### config.mk
export PLATFORM = sky130hd
export DESIGN_NAME = elevator_dispatch
export DESIGN_NICKNAME = d
export VERILOG_FILES = /design/src/rtl/elevator_pkg.sv /design/src/rtl/elevator_dispatch_ms_timer.sv /design/src/rtl/elevator_dispatch.sv
export SDC_FILE = /design/constraint.sdc
export NUM_CORES = 1
export LEC_CHECK = 0
export ABC_CLOCK_PERIOD_IN_PS = 7600
export CORE_MARGIN = 2
export CORE_UTILIZATION = 45
export DETAILED_ROUTE_END_ITERATION = 10
export DONT_BUFFER_PORTS = 1
export GPL_TIMING_DRIVEN = 0
export PLACE_DENSITY = 0.66
export SLEW_MARGIN = 10
export SYNTH_ARGS = -nofsm -noshare
export SYNTH_HDL_FRONTEND = slang
export SYNTH_SLANG_ARGS = --single-unit
### constraint.sdc
create_clock -name clk_1khz -period 7.6 [get_ports clk_1khz]
set_input_delay 0.38 -clock clk_1khz [delete_from_list [all_inputs] [get_ports clk_1khz]]
set_output_delay 0.38 -clock clk_1khz [all_outputs]
set_load 0.005 [all_outputs]
### src/rtl/elevator_pkg.sv
`default_nettype none
// ============================================================================
// Module   : elevator_pkg
// Purpose  : Shared types, call-lamp bit positions and call-map helpers for
//            the 4-floor elevator car controller.
// Revision : 1.0 - initial release
// ============================================================================
package elevator_pkg;

  typedef enum logic [2:0] {
    ST_IDLE       = 3'd0,
    ST_MOVE       = 3'd1,
    ST_OPEN_WAIT  = 3'd2,
    ST_DWELL      = 3'd3,
    ST_CLOSE_WAIT = 3'd4
  } state_t;

  // Call lamp bit positions: {B4,B3,B2,B1,B4D,B3D,B3U,B2D,B2U,B1U}
  localparam int REQ_B1U = 0;
  localparam int REQ_B2U = 1;
  localparam int REQ_B2D = 2;
  localparam int REQ_B3U = 3;
  localparam int REQ_B3D = 4;
  localparam int REQ_B4D = 5;
  localparam int REQ_B1  = 6;
  localparam int REQ_B2  = 7;
  localparam int REQ_B3  = 8;
  localparam int REQ_B4  = 9;
  localparam int NUM_REQ = 10;

  localparam int FLOOR_W    = 2;
  localparam int NUM_FLOORS = 4;
  localparam int TIMER_W    = 16;

  // Per-floor views of the call register (bit n = floor n).
  function automatic logic [NUM_FLOORS-1:0] car_calls(input logic [NUM_REQ-1:0] req);
    return {req[REQ_B4], req[REQ_B3], req[REQ_B2], req[REQ_B1]};
  endfunction

  function automatic logic [NUM_FLOORS-1:0] up_calls(input logic [NUM_REQ-1:0] req);
    return {1'b0, req[REQ_B3U], req[REQ_B2U], req[REQ_B1U]};
  endfunction

  function automatic logic [NUM_FLOORS-1:0] dn_calls(input logic [NUM_REQ-1:0] req);
    return {req[REQ_B4D], req[REQ_B3D], req[REQ_B2D], 1'b0};
  endfunction

  // Any call strictly beyond floor f in the given direction.
  function automatic logic calls_ahead(input logic [NUM_FLOORS-1:0] any,
                                       input logic [FLOOR_W-1:0] f,
                                       input logic up);
    if (up) return |(any & (4'b1110 << f));
    else    return |(any & (4'b0111 >> (2'd3 - f)));
  endfunction

  // Bits to clear when serving floor f heading in direction up; both also
  // clears the opposite hall call (nothing left to serve further on).
  function automatic logic [NUM_REQ-1:0] serve_mask(input logic [FLOOR_W-1:0] f,
                                                    input logic up,
                                                    input logic both);
    logic [3:0] oh;
    logic [2:0] cu;
    logic [2:0] cd;
    oh = 4'b0001 << f;
    cu = (up || both) ? oh[2:0] : 3'b000;   // up hall calls live on floors 0..2
    cd = (!up || both) ? oh[3:1] : 3'b000;  // down hall calls live on floors 1..3
    return {oh, cd[2], cd[1], cu[2], cd[0], cu[1], cu[0]};
  endfunction

endpackage
`default_nettype wire

### src/rtl/elevator_dispatch_ms_timer.sv
`default_nettype none
// ============================================================================
// Module   : ms_timer
// Purpose  : Loadable down-counter; done is high while the count sits at 1,
//            i.e. on the edge where it reaches 0. A load on that edge wins.
// Revision : 1.0 - initial release
// ============================================================================
module ms_timer #(
  parameter int W = 16
) (
  input  logic         clk_1khz,
  input  logic         rst,
  input  logic         load,
  input  logic [W-1:0] load_val,
  output logic         done
);

  logic [W-1:0] count;

  // Count down to zero and park there until the next load.
  always_ff @(posedge clk_1khz) begin
    if (rst)                count <= '0;
    else if (load)          count <= load_val;
    else if (count != '0)   count <= count - W'(1);
  end

  assign done = (count == W'(1));

endmodule
`default_nettype wire

### src/rtl/elevator_dispatch.sv
`default_nettype none
// ============================================================================
// Module   : elevator_dispatch
// Purpose  : Car-side controller: latches hall/car calls, runs a collective
//            up/down sweep floor by floor and initiates the door handshake.
// Revision : 1.0 - initial release
// ============================================================================
module elevator_dispatch
  import elevator_pkg::*;
#(
  parameter int MOVE_MS     = 2000,
  parameter int DWELL_MS    = 3000,
  parameter int CLOSE_TO_MS = 1500
) (
  input  logic               clk_1khz,
  input  logic               rst,
  input  logic               B1U,
  input  logic               B2U,
  input  logic               B2D,
  input  logic               B3U,
  input  logic               B3D,
  input  logic               B4D,
  input  logic               B1,
  input  logic               B2,
  input  logic               B3,
  input  logic               B4,
  input  logic               DoorClose,
  output logic               Door,
  output logic [FLOOR_W-1:0] Floor,
  output logic               Up,
  output logic               Down,
  output logic [NUM_REQ-1:0] Req,
  output logic               Fault
);

  localparam logic [TIMER_W-1:0] MOVE_TICKS  = TIMER_W'(MOVE_MS);
  localparam logic [TIMER_W-1:0] DWELL_TICKS = TIMER_W'(DWELL_MS);
  localparam logic [TIMER_W-1:0] CLOSE_TICKS = TIMER_W'(CLOSE_TO_MS);

  logic [NUM_REQ-1:0]    btn_raw, btn_s1, btn_s2, clr;
  logic                  dc_s1, dc_s2;
  state_t                state, state_nxt;
  logic                  dir, dir_nxt;          // 1 = up
  logic [FLOOR_W-1:0]    floor_nxt;
  logic                  door_nxt, up_nxt, down_nxt, fault_nxt;
  logic                  serve, keep;
  logic                  tmr_load, tmr_done;
  logic [TIMER_W-1:0]    tmr_val;
  logic [NUM_FLOORS-1:0] car_v, up_v, dn_v, any_v;

  assign btn_raw = {B4, B3, B2, B1, B4D, B3D, B3U, B2D, B2U, B1U};
  assign car_v   = car_calls(Req);
  assign up_v    = up_calls(Req);
  assign dn_v    = dn_calls(Req);
  assign any_v   = car_v | up_v | dn_v;

  ms_timer #(.W(TIMER_W)) u_timer (
    .clk_1khz (clk_1khz),
    .rst      (rst),
    .load     (tmr_load),
    .load_val (tmr_val),
    .done     (tmr_done)
  );

  // Two-flop synchronizers for the asynchronous buttons and door status.
  always_ff @(posedge clk_1khz) begin
    if (rst) begin
      btn_s1 <= '0;
      btn_s2 <= '0;
      dc_s1  <= 1'b0;
      dc_s2  <= 1'b0;
    end else begin
      btn_s1 <= btn_raw;
      btn_s2 <= btn_s1;
      dc_s1  <= DoorClose;
      dc_s2  <= dc_s1;
    end
  end

  // Call latch: a live button beats a simultaneous clear.
  always_ff @(posedge clk_1khz) begin
    if (rst) Req <= '0;
    else     Req <= (Req & ~clr) | btn_s2;
  end

  // State, direction and registered outputs.
  always_ff @(posedge clk_1khz) begin
    if (rst) begin
      state <= ST_IDLE;
      dir   <= 1'b1;
      Floor <= '0;
      Door  <= 1'b0;
      Up    <= 1'b0;
      Down  <= 1'b0;
      Fault <= 1'b0;
    end else begin
      state <= state_nxt;
      dir   <= dir_nxt;
      Floor <= floor_nxt;
      Door  <= door_nxt;
      Up    <= up_nxt;
      Down  <= down_nxt;
      Fault <= fault_nxt;
    end
  end

  // Next-state, sweep decisions, call serving and next output values.
  always_comb begin
    state_nxt = state;
    dir_nxt   = dir;
    floor_nxt = Floor;
    fault_nxt = Fault;
    tmr_load  = 1'b0;
    tmr_val   = '0;
    serve     = 1'b0;
    keep      = 1'b0;
    clr       = '0;

    case (state)
      ST_IDLE: begin
        if (any_v[Floor]) begin
          serve     = 1'b1;
          state_nxt = ST_OPEN_WAIT;
        end else if (dc_s2 && calls_ahead(any_v, Floor, dir)) begin
          state_nxt = ST_MOVE;
          tmr_load  = 1'b1;
          tmr_val   = MOVE_TICKS;
        end else if (dc_s2 && calls_ahead(any_v, Floor, !dir)) begin
          dir_nxt   = !dir;
          state_nxt = ST_MOVE;
          tmr_load  = 1'b1;
          tmr_val   = MOVE_TICKS;
        end
      end

      ST_MOVE: begin
        if (tmr_done) begin
          if (dir && Floor != 2'd3)       floor_nxt = Floor + 2'd1;
          else if (!dir && Floor != 2'd0) floor_nxt = Floor - 2'd1;
          // The shaft ends turn the sweep around.
          if (floor_nxt == 2'd3)      dir_nxt = 1'b0;
          else if (floor_nxt == 2'd0) dir_nxt = 1'b1;
          if (car_v[floor_nxt] || (dir ? up_v[floor_nxt] : dn_v[floor_nxt]) ||
              (!calls_ahead(any_v, floor_nxt, dir) && any_v[floor_nxt])) begin
            serve     = 1'b1;
            state_nxt = ST_OPEN_WAIT;
          end else begin
            tmr_load = 1'b1;
            tmr_val  = MOVE_TICKS;
          end
        end
      end

      ST_OPEN_WAIT: begin
        if (!dc_s2) begin
          state_nxt = ST_DWELL;
          tmr_load  = 1'b1;
          tmr_val   = DWELL_TICKS;
        end
      end

      ST_DWELL: begin
        if (tmr_done) begin
          state_nxt = ST_CLOSE_WAIT;
          tmr_load  = 1'b1;
          tmr_val   = CLOSE_TICKS;
        end
      end

      ST_CLOSE_WAIT: begin
        if (dc_s2) begin
          state_nxt = ST_IDLE;
        end else if (any_v[Floor]) begin
          serve     = 1'b1;
          state_nxt = ST_OPEN_WAIT;
        end else if (tmr_done) begin
          fault_nxt = 1'b1;
          state_nxt = ST_OPEN_WAIT;
        end
      end

      default: state_nxt = ST_IDLE;
    endcase

    // When the only call here is a hall call against the sweep, adopt its
    // direction so it is actually cleared instead of reopening forever.
    if (serve) begin
      keep = car_v[floor_nxt] || (dir_nxt ? up_v[floor_nxt] : dn_v[floor_nxt]) ||
             !any_v[floor_nxt];
      if (!keep) dir_nxt = !dir_nxt;
      clr = serve_mask(floor_nxt, dir_nxt, !calls_ahead(any_v, floor_nxt, dir_nxt));
    end

    door_nxt = (state_nxt == ST_OPEN_WAIT) || (state_nxt == ST_DWELL);
    up_nxt   = (state_nxt == ST_MOVE) && dir_nxt;
    down_nxt = (state_nxt == ST_MOVE) && !dir_nxt;
  end

endmodule
`default_nettype wire

==> out/results.txt <==
unrepaired setup endpoints after global routing -> no
GRT met1 Usage -> 26.6%
final slew viol count -> 0
worst hold slack -> 0.162 ns
met3 usage -> 5.39%
number of cells on the worst reg-to-reg path -> 11
post-CTS clock slew at the launch and capture registers of the worst setup and hold paths -> 0.08 ns
hold-critical path endpoint -> btn_s1[6]$_SDFF_PP0_
total global routing track utilization -> 20.1%
post-layout total power -> 1040 uW
post-layout net count -> 388
area share of the largest cell type after synthesis -> 38.5%
yosys warns -> 0
Die Ht -> 85.8 um
DRC errors left -> 2
total vias in the final route -> 2,650
most area-consuming cells after synthesis -> dfxtp_1 (39%), nor2b_1 (6.6%), o21ai_0 (4.0%), a21oi_1 (3.8%), nor2_1 (3.7%)
violated checks -> design-rule violations
GR Overflow Total -> 0
number of flip-flops and latches in the synthesized netlist -> 58
worst hold path depth -> 1
CP Data Arrival Time -> 3.90 ns
final clock period utilization by the worst path -> 48.5%
number of max-cap violations -> 0
Num CTS Buffers -> 9
Tightest Pin Transition -> 0.882 ns
Worst Hold Class -> in2reg
sequential area share after synthesis -> 38.5%
post-synthesis cell type with the largest combined area -> dfxtp_1
power per unit of standard cell area -> 315 nW/um2
status -> complete, but fails checks
number of setup violations in the final report -> 0
met2 Usage GRT -> 31.4%
share of async-settable or async-resettable flops after synthesis -> 0%
TritonCTS Sinks -> 58
area added between synthesis and finish -> 9.18%
Mean Syn Cell Area -> 8.42 um2
global-route wire length before repair -> 11,700 um
Clock Skew -> 0.0114 ns
most used flip-flop cell after synthesis -> dfxtp_1
startpoint kind of the worst setup timing path -> register
number of distinct library cell variants in the gate-level netlist after synthesis -> 58
end of the worst register-to-register path -> u_timer.count[5]$_SDFFE_PP0P_
number of filler cells placed in the layout -> 615
# hold bufs at CTS -> 0
number of setup buffers added after CTS -> 0
static leakage -> 0.00126 uW
top achievable clock speed -> 271 MHz
core region area -> 6420 um2
Port Buffers -> 0
remaining number of nets flagged by the antenna check after routing -> 0
Final Non-Filler Cells -> 451
wirelength, routed -> 6990 um
average routed wire per standard cell -> 15.5 um
nets in the synthesized netlist -> 377
Setup CP Type -> reg2reg
reg-to-reg critical path startpoint -> Floor[0]$_SDFF_PP0_
commonest non-fill, non-tap cells in the layout -> dfxtp_1 (58), nor2b_1 (32), nor2_1 (30), o21ai_0 (24), a21oi_1 (23)
standard-cell row count -> 29
worst path required time -> 7.82 ns
First DRT Iteration DRCs -> 202
headroom to the max-slew limit -> 40.9%
critical path peak fanout -> 10
horizontal die dimension -> 85.8 um
R2R Setup Slk -> 3.92 ns
core occupancy in the finished layout -> 51.2%
HPWL reported at the end of detailed placement -> 5050 um
fraction of final layout cells with drive strength greater than 1 -> 9.63%
Ant. Diodes -> 0
Most Used Layer, Global Route -> met2
number of vias per cell after detailed routing -> 5.88
starting density of the core -> 46.9%
number of resized instances in the post-cts repair step -> 0
via count of the first global-routing pass -> 2,480
clock tree from TritonCTS -> done
# placed instances -> 435
number of antenna violations at the first check in global routing -> 0
weighted congestion reported at the end of routability-driven placement -> 0.906
Syn Inst Count -> 358
final critical-path required period -> 3.68 ns
Max rail drop VDD -> 0.159 mV
min-delay src -> B1
TNS Setup -> 0 ns
element type at the critical path end -> register
number of H-tree levels -> 3
Die Area -> 7370 um2
clk buf depth -> 2
number of flops mapped to enable cells by yosys -> 0
most common cell after layout, fill and taps aside -> dfxtp_1
pin count of the biggest net entering global routing -> 12
top-level port count -> 29
Mapped Area -> 3010 um2
Initial DRT Pass Iterations -> 8
number of failing hold endpoints at the final stage -> 0
clock insertion delay at the later pin of the skew report -> 0.35 ns
cell chosen for the clock root -> clkbuf_8
-- how the worst max path moves through the flow --
stage,start,endpoint,slack (ns),depth (start not counted)
after floorplan,Floor[0]$_SDFF_PP0_,dir$_SDFF_PP1_,4.53,10
after global placement,Floor[0]$_SDFF_PP0_,u_timer.count[5]$_SDFFE_PP0P_,4.00,11
after detailed placement,Floor[0]$_SDFF_PP0_,dir$_SDFF_PP1_,4.02,10
after CTS,Floor[0]$_SDFF_PP0_,u_timer.count[5]$_SDFFE_PP0P_,3.99,11
after global routing,Floor[0]$_SDFF_PP0_,u_timer.count[4]$_SDFFE_PP0P_,3.59,10
final,Floor[0]$_SDFF_PP0_,u_timer.count[5]$_SDFFE_PP0P_,3.92,11
-- report_power, final --
part | switching (uW) | internal (uW)
sequential | 51.3 | 353
clock | 135 | 127
combinational | 216 | 154
total | 402 | 634
-- cells in the mapped netlist (8+ instances only) --
master,instances
nand3_1,10
a21oi_1,23
a31oi_1,8
xnor2_1,8
dfxtp_1,58
clkbuf_1,10
nor2_1,30
o21ai_0,24
nand2_1,16
nor2b_1,32
inv_1,15
nor3_1,20
-- metrics by stage --
stage / setup WS [ns] / cell area (um2)
floorplan: 4.53 / 3010
global placement: 4.00 / 3110
detailed placement: 4.02 / 3110
CTS: 3.99 / 3290
global route: 3.59 / 3290
finish: 3.92 / 3290
-- flip-flops by register name (all words and copies together), names as in the netlist --
| signal | count |
|---|---|
| Up | 1 |
| u_timer.count | 16 |
| Fault | 1 |
| dir | 1 |
| btn_s1 | 10 |
| state | 3 |
| btn_s2 | 10 |
| dc_s2 | 1 |
| dc_s1 | 1 |
| Down | 1 |
| Req | 10 |
| Floor | 2 |
| Door | 1 |
-- cell families after synthesis --
| kind of cell | Yosys count | share of synthesized area (%) |
|---|---|---|
| adder cells (fa/ha/maj) | 6 | 2.49 |
| AND/OR/NAND/NOR | 150 | 26.9 |
| XOR/XNOR | 13 | 4.40 |
| AO/OA/AOI/OAI | 93 | 20.0 |
| flip-flops | 58 | 38.5 |
| buffers and inverters | 29 | 4.19 |
| multiplexers | 9 | 3.49 |
-- metal layers --
metal,wire length (um),vias to the layer above
li1,-,1324
met1,3370,1225
met2,3120,91
met3,389,10
met4,112,0
met5,0,-
-- cell type report --
| cell class | count | area [um2] | area share [%] |
|---|---|---|---|
| clock inverter | 6 | 42.5 | 1.29 |
| inverter | 15 | 56.3 | 1.71 |
| clock buffer | 10 | 138 | 4.18 |
| sequential | 58 | 1160 | 35.3 |
| buffer | 14 | 70.1 | 2.13 |
| tap | 77 | 96.3 | 2.93 |
| multi-input combinational | 271 | 1730 | 52.5 |
-- worst max-delay path, stage by stage (launching register included) --
cell      delay [ns]
dfxtp_1         0.40
clkbuf_1        0.42
inv_1           0.21
ha_1            0.33
a31oi_1         0.64
o221ai_1        0.24
a211oi_1        0.47
a21oi_2         0.16
nor3_2          0.29
or2_1           0.17
buf_6           0.13
o41ai_1         0.08
(Power assumes the default switching activity.)
